[config.mk]
export PLATFORM = sky130hd
export DESIGN_NAME = regfile_wb_arbiter
export DESIGN_NICKNAME = d
export VERILOG_FILES = /design/src/rtl/regfile_wb_arbiter.sv
export SDC_FILE = /design/constraint.sdc
export NUM_CORES = 1
export LEC_CHECK = 0
export CELL_PAD_IN_SITES_DETAIL_PLACEMENT = 0
export CELL_PAD_IN_SITES_GLOBAL_PLACEMENT = 1
export CORE_ASPECT_RATIO = 0.9
export CORE_UTILIZATION = 25
export DETAILED_ROUTE_END_ITERATION = 8
export PLACE_DENSITY = 0.72
export RECOVER_POWER = 50
export SLEW_MARGIN = 10
export SYNTH_ARGS = -nofsm -noshare
export SYNTH_HDL_FRONTEND = slang
export SYNTH_SLANG_ARGS = --single-unit
[constraint.sdc]
create_clock -name clk -period 1.9 [get_ports clk]
set_clock_uncertainty 0.15 [all_clocks]
set_input_delay 0.38 -clock clk [delete_from_list [all_inputs] [get_ports clk]]
set_output_delay 0.38 -clock clk [all_outputs]
set_load 0.01 [all_outputs]
[src/rtl/regfile_wb_arbiter.sv]
// Writeback arbiter: shares the register-file write port between EX and MEM sources.
// Round-robin by default; define WB_ARB_FIXED_PRIO_EN to make MEM always win a tie.
module regfile_wb_arbiter #(
    parameter int DATA_W = 32,
    parameter int ADDR_W = 5,
    parameter int CNT_W  = 16
) (
    input  logic              clk,
    input  logic              rst,
    input  logic              i_ex_valid,
    output logic              o_ex_ready,
    input  logic [ADDR_W-1:0] i_ex_waddr,
    input  logic [DATA_W-1:0] i_ex_wdata,
    input  logic              i_mem_valid,
    output logic              o_mem_ready,
    input  logic [ADDR_W-1:0] i_mem_waddr,
    input  logic [DATA_W-1:0] i_mem_wdata,
    output logic              o_rf_we,
    output logic [ADDR_W-1:0] o_rf_waddr,
    output logic [DATA_W-1:0] o_rf_wdata,
    output logic [CNT_W-1:0]  o_stall_cnt
);

    // state   | meaning
    // GNT_EX  | EX received the most recent grant; MEM wins the next tie
    // GNT_MEM | MEM received the most recent grant (reset); EX wins the next tie
    typedef enum logic {
        GNT_EX  = 1'b0,
        GNT_MEM = 1'b1
    } gnt_t;

    logic              w_gnt_ex;
    logic              w_gnt_mem;
    logic              w_grant;
    logic              w_wr;
    logic              w_refused;
    logic [ADDR_W-1:0] w_sel_waddr;
    logic [DATA_W-1:0] w_sel_wdata;

    logic              r_rf_we;
    logic [ADDR_W-1:0] r_rf_waddr;
    logic [DATA_W-1:0] r_rf_wdata;
    logic [CNT_W-1:0]  r_stall_cnt;

`ifdef WB_ARB_FIXED_PRIO_EN
    always_comb begin
        w_gnt_mem = rst && i_mem_valid;
        w_gnt_ex  = rst && i_ex_valid && !i_mem_valid;
    end
`else
    gnt_t r_last_gnt;
    gnt_t w_last_gnt_nxt;

    always_ff @(posedge clk) begin
        if (!rst) r_last_gnt <= GNT_MEM;
        else      r_last_gnt <= w_last_gnt_nxt;
    end

    always_comb begin
        w_gnt_ex       = 1'b0;
        w_gnt_mem      = 1'b0;
        w_last_gnt_nxt = r_last_gnt;
        if (rst) begin
            if (i_ex_valid && i_mem_valid) begin
                if (r_last_gnt == GNT_MEM) w_gnt_ex  = 1'b1;
                else                       w_gnt_mem = 1'b1;
            end else if (i_ex_valid) begin
                w_gnt_ex = 1'b1;
            end else if (i_mem_valid) begin
                w_gnt_mem = 1'b1;
            end
            if (w_gnt_ex)       w_last_gnt_nxt = GNT_EX;
            else if (w_gnt_mem) w_last_gnt_nxt = GNT_MEM;
        end
    end
`endif

    always_comb begin
        w_grant     = w_gnt_ex || w_gnt_mem;
        w_sel_waddr = w_gnt_mem ? i_mem_waddr : i_ex_waddr;
        w_sel_wdata = w_gnt_mem ? i_mem_wdata : i_ex_wdata;
        // x0 writes are handshaken but never reach the register file
        w_wr        = w_grant && (w_sel_waddr != '0);
        w_refused   = rst && ((i_ex_valid && !w_gnt_ex) || (i_mem_valid && !w_gnt_mem));
    end

    always_ff @(posedge clk) begin
        if (!rst) begin
            r_rf_we     <= 1'b0;
            r_rf_waddr  <= '0;
            r_rf_wdata  <= '0;
            r_stall_cnt <= '0;
        end else begin
            r_rf_we <= w_wr;
            if (w_wr) begin
                r_rf_waddr <= w_sel_waddr;
                r_rf_wdata <= w_sel_wdata;
            end
            if (w_refused && (r_stall_cnt != '1))
                r_stall_cnt <= r_stall_cnt + CNT_W'(1);
        end
    end

    // Gating with rst drops a write that was registered just before reset arrived
    assign o_rf_we     = r_rf_we && rst;
    assign o_rf_waddr  = r_rf_waddr;
    assign o_rf_wdata  = r_rf_wdata;
    assign o_stall_cnt = r_stall_cnt;
    assign o_ex_ready  = w_gnt_ex;
    assign o_mem_ready = w_gnt_mem;

endmodule

==> flow_summary.toml, run 1 <==
[clocking]
worst_setup_hold_path_clk_slew_ns = 0.07
tritoncts = "done"
cts_buffers = 5
cts_root_buffer = "clkbuf_16"
cts_htree_levels = 2
clkLatencyLatePin_ns = 0.28
cts-root-to-sink-buffers = 2
clkSinkCount = 55

[global_routing]
grt_max_degree = 34
grt_overflow = 0
antenna_violations_before_repair = 0
grt.total_usage = 0.144
grt_pass1_vias = 2611
global_route_wire_length_before_repair_mm = 12.4

[worst_setup_path]
start_kind = "register"
criticalPathCategory = "register to primary output"
cp_data_required_time_ns = 1.37
cp_max_fo = 5
arrival_ns = 1.31
regToRegStartpoint = "o_stall_cnt[8]"
timing.critical_path.from = "o_stall_cnt[11]"
endpoint_kind_of_the_worst_setup_timing_path = "primary output"

[sta]
grt_setup_unrepaired = "no"
hold_slack_ns = 0.304
layout_min_cycle_time_ns = 1.84
clock.fmax_mhz = 544
tns_ns = 0
hold_viol_final = 0
finalSetupViolations = 0
worstMarginPinSlew_ns = 0.442
timing_max_transition_violations_final = 0
relSlewSlack = 0.702
min_period_over_period = 0.968

[power_and_ir_drop]
power_leakage_nw = 2.05
worst_ir_drop_vdd_uv = 323
finalPower_mw = 3.03
pwr_density_cell_nw_per_um2 = 659

[logic_synthesis]
mappedNetlistArea_um2 = 2560
mappedNetlistNets = 364
yosys.area.top_type_share = 0.430
synth_area_leader_cell = "dfxtp_1"
synth.distinct_cells = 38
yosys_warnings = 0
syn_area_per_cell_um2 = 8.99
post_synth_main_area_contributors = "dfxtp_1 43%, mux2i_1 16%, nand3_1 8.4%, o21ai_1 5.9%, nand2_1 3.2%"
synth-seq-cells = 55
synth-seq-area-share = 0.430
postSynthCellCount = 285

[route]
iteration_0_drc_markers = 61
route.final.wire_length_mm = 7.95
vias_per_cell = 4.60
routed_wire_length_per_instance_um = 13.7
first_pass_iters = 4
detailroute.via_count = 2674
post-route-drc-count = 0
antenna_violating_nets_post_route = 0

[floorplanning]
floorplan.die.width_um = 109
placement_rows = 34
floorplan.die_area_um2 = 10700
io_pins = 134
fp.coreArea_um2 = 9830
initial_utilization = 0.261
die_height_um = 98.0

[status]
run_status = "complete, no violations"

[final_layout]
finalCoreUtilization = 0.467
antennaDiodeCount = 0
fin_nets = 533
area_growth_syn_to_layout_pct = 79.3
final_cells = 581
drive_gt1_frac = 0.147
fillCellCount = 945

[placed_design]
port_buffers = 133
finalWeightedCongestion = 0.781
post-place-cells = 567
hpwlAfterDp_mm = 5.74

[job]
maxCapViolCount = 0

[worst_hold_path]
origin_of_the_worst_min_delay_path = "o_rf_wdata[22]"
worst_hold_path_type = "register to register"
## final timing paths
| kind | endpoint | slack [ns] | cells after the start |
|---|---|---|---|
| setup reg to reg | o_stall_cnt[15] | 0.11 | 5 |
| hold reg to reg | o_rf_wdata[22] | 0.30 | 2 |
| hold / removal | o_rf_wdata[22] | 0.30 | 2 |
| setup / recovery | o_stall_cnt[11] | 0.06 | 2 |
## layer usage
layer | GRT usage | up-vias | share of wire
met3 | 0.0447 | 2 | 0.067
li1 | - | 1365 | -
met4 | 0.0260 | 0 | 0.0038
met1 | 0.175 | 1220 | 0.44
met5 | 0 | - | 0
met2 | 0.249 | 87 | 0.49
## flip-flops by register name (all words and copies together) (netlist names)
register and count:
o_rf_wdata 32, o_stall_cnt 16, o_rf_waddr 5, r_last_gnt 1
r_rf_we 1
## cell usage in the layout (no fill, tap or decap), drive strengths merged, types with 3 or more instances in the layout
cell type / instances
nand2: 22
nand3: 45
buf: 42
clkbuf: 12
inv: 7
nand4: 6
o21ai: 36
clkdlybuf4s50: 88
xnor2: 3
mux2i: 42
and2: 3
nor3: 6
dlygate4sd3: 37
and3: 3
a21oi: 5
nor2: 13
xor2: 3
dfxtp: 55
## synth_stat cells
| library cell | instances |
|---|---|
| a211oi_1 | 1 |
| a211oi_2 | 1 |
| a21oi_1 | 5 |
| a32o_1 | 2 |
| and2_1 | 3 |
| and3_1 | 3 |
| and3b_1 | 1 |
| buf_1 | 1 |
| buf_2 | 5 |
| buf_4 | 4 |
| buf_6 | 2 |
| clkbuf_1 | 5 |
| dfxtp_1 | 55 |
| ha_1 | 1 |
| inv_1 | 6 |
| mux2_2 | 2 |
| mux2i_1 | 42 |
| nand2_1 | 22 |
| nand2b_1 | 2 |
| nand3_1 | 43 |
| nand3_2 | 1 |
| nand3_4 | 1 |
| nand4_1 | 6 |
| nor2_1 | 13 |
| nor3_1 | 5 |
| nor3_2 | 1 |
| o211ai_1 | 1 |
| o21ai_0 | 6 |
| o21ai_1 | 30 |
| o221ai_1 | 2 |
| o22ai_1 | 2 |
| o311ai_1 | 1 |
| o41ai_1 | 1 |
| or2_1 | 1 |
| or3_1 | 1 |
| or4_4 | 1 |
| xnor2_1 | 3 |
| xor2_1 | 3 |
## repair_timing
item / 4_1_cts / 5_1_grt
resized for setup: 10 / 12
hold buffers: 0 / 0
buffers inserted: 2 / 0
gates cloned: 1 / 3
pin swaps: 3 / 5
setup endpoints to repair: 43 / 37
## worst max-delay path, stage by stage (launching register included)
cell and delay, ns:
dfxtp_1 0.36, buf_4 0.14, clkdlybuf4s50_1 0.53
## cells by family (layout without fill, tap and decap cells)
group / Yosys count / after routing / share of synthesized area
AND/OR/NAND/NOR: 104 / 104 / 0.207
flip-flops: 55 / 55 / 0.430
AO/OA/AOI/OAI: 52 / 52 / 0.117
multiplexers: 44 / 44 / 0.173
buffers and inverters: 23 / 193 / 0.0479
XOR/XNOR: 6 / 6 / 0.0205
adder cells (fa/ha/maj): 1 / 1 / 0.00488
## through the flow
step / setup WS (ns) / cell area (µm²)
final: 0.0611 / 4590
after global routing: 0.00413 / 4590
after CTS: 0.0000251 / 4510
after detailed placement: -0.476 / 4280
after global placement: -0.483 / 4280
after floorplan: 0.0732 / 2560
## layout make-up
cell class | instances | area [µm²] | area share
multi-input cells | 207 | 1370 | 0.298
clock buffers | 6 | 139 | 0.0302
well taps | 126 | 158 | 0.0343
clock inverters | 2 | 38.8 | 0.00844
repair buffers | 179 | 1760 | 0.384
flip-flops and latches | 55 | 1100 | 0.240
inverters | 6 | 22.5 | 0.00490
## power by group
part	total [mW]	leakage, nW	internal, mW	switching [mW]
clock	1.08	0.0875	0.663	0.420
sequential	1.28	0.455	1.24	0.0405
combinational	0.668	1.51	0.400	0.268
Note: power is estimated with default switching activity, not from simulation.
==> run 2, diff against run 1 <==
Settings changed: CORE_UTILIZATION 25 to 26, CTS_BUF_LIST set to sky130_fd_sc_hd__clkbuf_8, PLACE_DENSITY 0.72 to 0.74.
==> run 2 against run 1 <==
Effect of this change:
- register-to-register slack better by 0.03 ns
- critical path type is now input port to register
- worst setup slack worse by 0.027 ns
- hold slack worse by 0.075 ns
- largest power group unchanged
==> flow_summary.toml, run 2 (same netlist as run 1, synthesis figures left out) <==
[global_routing]
grt_overflow = 0
grt_max_degree = 33
use_met1 = 0.192
grtUsageMet2 = 0.287
grt_pass1_vias = 2572
grt.total_usage = 0.160
top_usage_layer = "met2"
grt_use_met3 = 0.0447
global_route_wire_length_before_repair_mm = 12.9
antenna_violations_before_repair = 0

[route]
detailroute.via_count = 2669
first_pass_iters = 4
post-route-drc-count = 0
vias_per_cell = 4.63
antenna_violating_nets_post_route = 0
iteration_0_drc_markers = 60
routed_wire_length_per_instance_um = 14.1
route.final.wire_length_mm = 8.10

[status]
run_status = "complete, no violations"

[power_and_ir_drop]
power.share.combinational = 0.269
power.switching_fraction = 0.254
power_leakage_nw = 2.03
switching_power_uw = 691
power.share.clock = 0.262
finalPower_mw = 2.72
internal_power_mw = 2.03
pwr-share-seq = 0.470
pwr_density_cell_nw_per_um2 = 591
worst_ir_drop_vdd_uv = 281

[final_layout]
antennaDiodeCount = 0
final-seq-area_um2 = 1100
fin_nets = 532
commonest_non_fill_non_tap_cell_in_the_layout = "clkdlybuf4s50_1"
flip_flop_count_of_the_largest_register_after_layout = 32
finalCoreUtilization = 0.493
fillCellCount = 937
final_cells = 576
layout.cells.most_common_list = "111 x clkdlybuf4s50_1, 52 x dfxtp_1, 44 x nand3_1"
drive_gt1_frac = 0.148
multi_input_comb_area_um2 = 1360
area_growth_syn_to_layout_pct = 79.5

[clocking]
cts_buffers = 5
clkSinkCount = 55
cts_htree_levels = 2
worst_setup_hold_path_clk_slew_ns = 0.10
tritoncts = "done"
clkLatencyLatePin_ns = 0.30
cts-root-to-sink-buffers = 2
cts_root_buffer = "clkbuf_8"

[sta]
timing_max_transition_violations_final = 0
relSlewSlack = 0.766
clock.fmax_mhz = 536
worstMarginPinSlew_ns = 0.346
layout_min_cycle_time_ns = 1.87
min_period_over_period = 0.982
final.setup.worst_slack_ns = 0.0344
finalSetupViolations = 0
tns_ns = 0
hold_viol_final = 0

[placed_design]
hpwlAfterDp_mm = 5.50
port_buffers = 133
dp_worst_setup_slack_ns = -0.435
finalWeightedCongestion = 0.785
post-place-cells = 558

[worst_setup_path]
cp_max_fo = 8
arrival_ns = 1.92
cp_data_required_time_ns = 1.95
criticalPathCategory = "input port to register"
start_kind = "input port"
endpoint_kind_of_the_worst_setup_timing_path = "register"
worstRegToRegCells = 7

[job]
maxCapViolCount = 0

[floorplanning]
initial_utilization = 0.274
floorplan.die.width_um = 107
die_height_um = 96.2
floorplan.die_area_um2 = 10300
io_pins = 134
placement_rows = 33
fp.coreArea_um2 = 9330

[worst_hold_path]
worst_hold_path_type = "input port to register"
worst_hold_path.num_cells = 2
-- run 2: metal layers --
layer / vias up / routed length (µm)
met5: - / 0
met4: 0 / 33
met3: 2 / 543
met2: 76 / 3960
met1: 1227 / 3560
li1: 1364 / -
-- run 2: timing repair --
action                     CTS  global route
hold buffers                 0             0
pin swaps                    4             4
gates resized for setup     17            12
cloned                       6             0
setup endpoints to repair   43            40
buffers inserted             2             2
-- run 2: layout make-up --
cell class,instances,share of cell area
timing repair buffer,178,0.404
multi-input combinational,207,0.296
sequential,55,0.240
clock buffer,7,0.0210
tap,122,0.0332
inverter,6,0.00490
clock inverter,1,0.00163
-- run 2: final timing paths --
kind / start / end / slack (ns)
hold reg to reg: o_rf_wdata[14] / o_rf_wdata[14] / 0.31
setup reg to reg: r_last_gnt / o_rf_wdata[1] / 0.14
setup / recovery: i_mem_waddr[4] / o_rf_wdata[24] / 0.03
hold / removal: rst / r_last_gnt / 0.23
-- run 2: through the flow --
step | hold slack (ns) | instance area (µm²)
6_report | 0.229 | 4600
3_3_place_gp | 0.297 | 4250
4_1_cts | 0.225 | 4590
2_1_floorplan | 0.324 | 2560
3_5_place_dp | 0.297 | 4250
5_1_grt | 0.237 | 4600
-- run 2: critical path: stages --
cell and delay, ns:
dlygate4sd2_1 0.25, nor3_2 0.19, nand4_1 0.20, o311ai_4 0.29
buf_12 0.16, buf_6 0.11, bufbuf_16 0.26, o21ai_1 0.06
-- run 2: power groups by stage --
stage          logic (mW)  clock network [mW]  registers (mW)
2_1_floorplan       0.198                   0            1.34
3_3_place_gp        0.645                   0            1.30
3_5_place_dp        0.650                   0            1.30
4_1_cts             0.744               0.747            1.28
5_1_grt             0.785               0.794            1.29
6_report            0.730               0.711            1.28
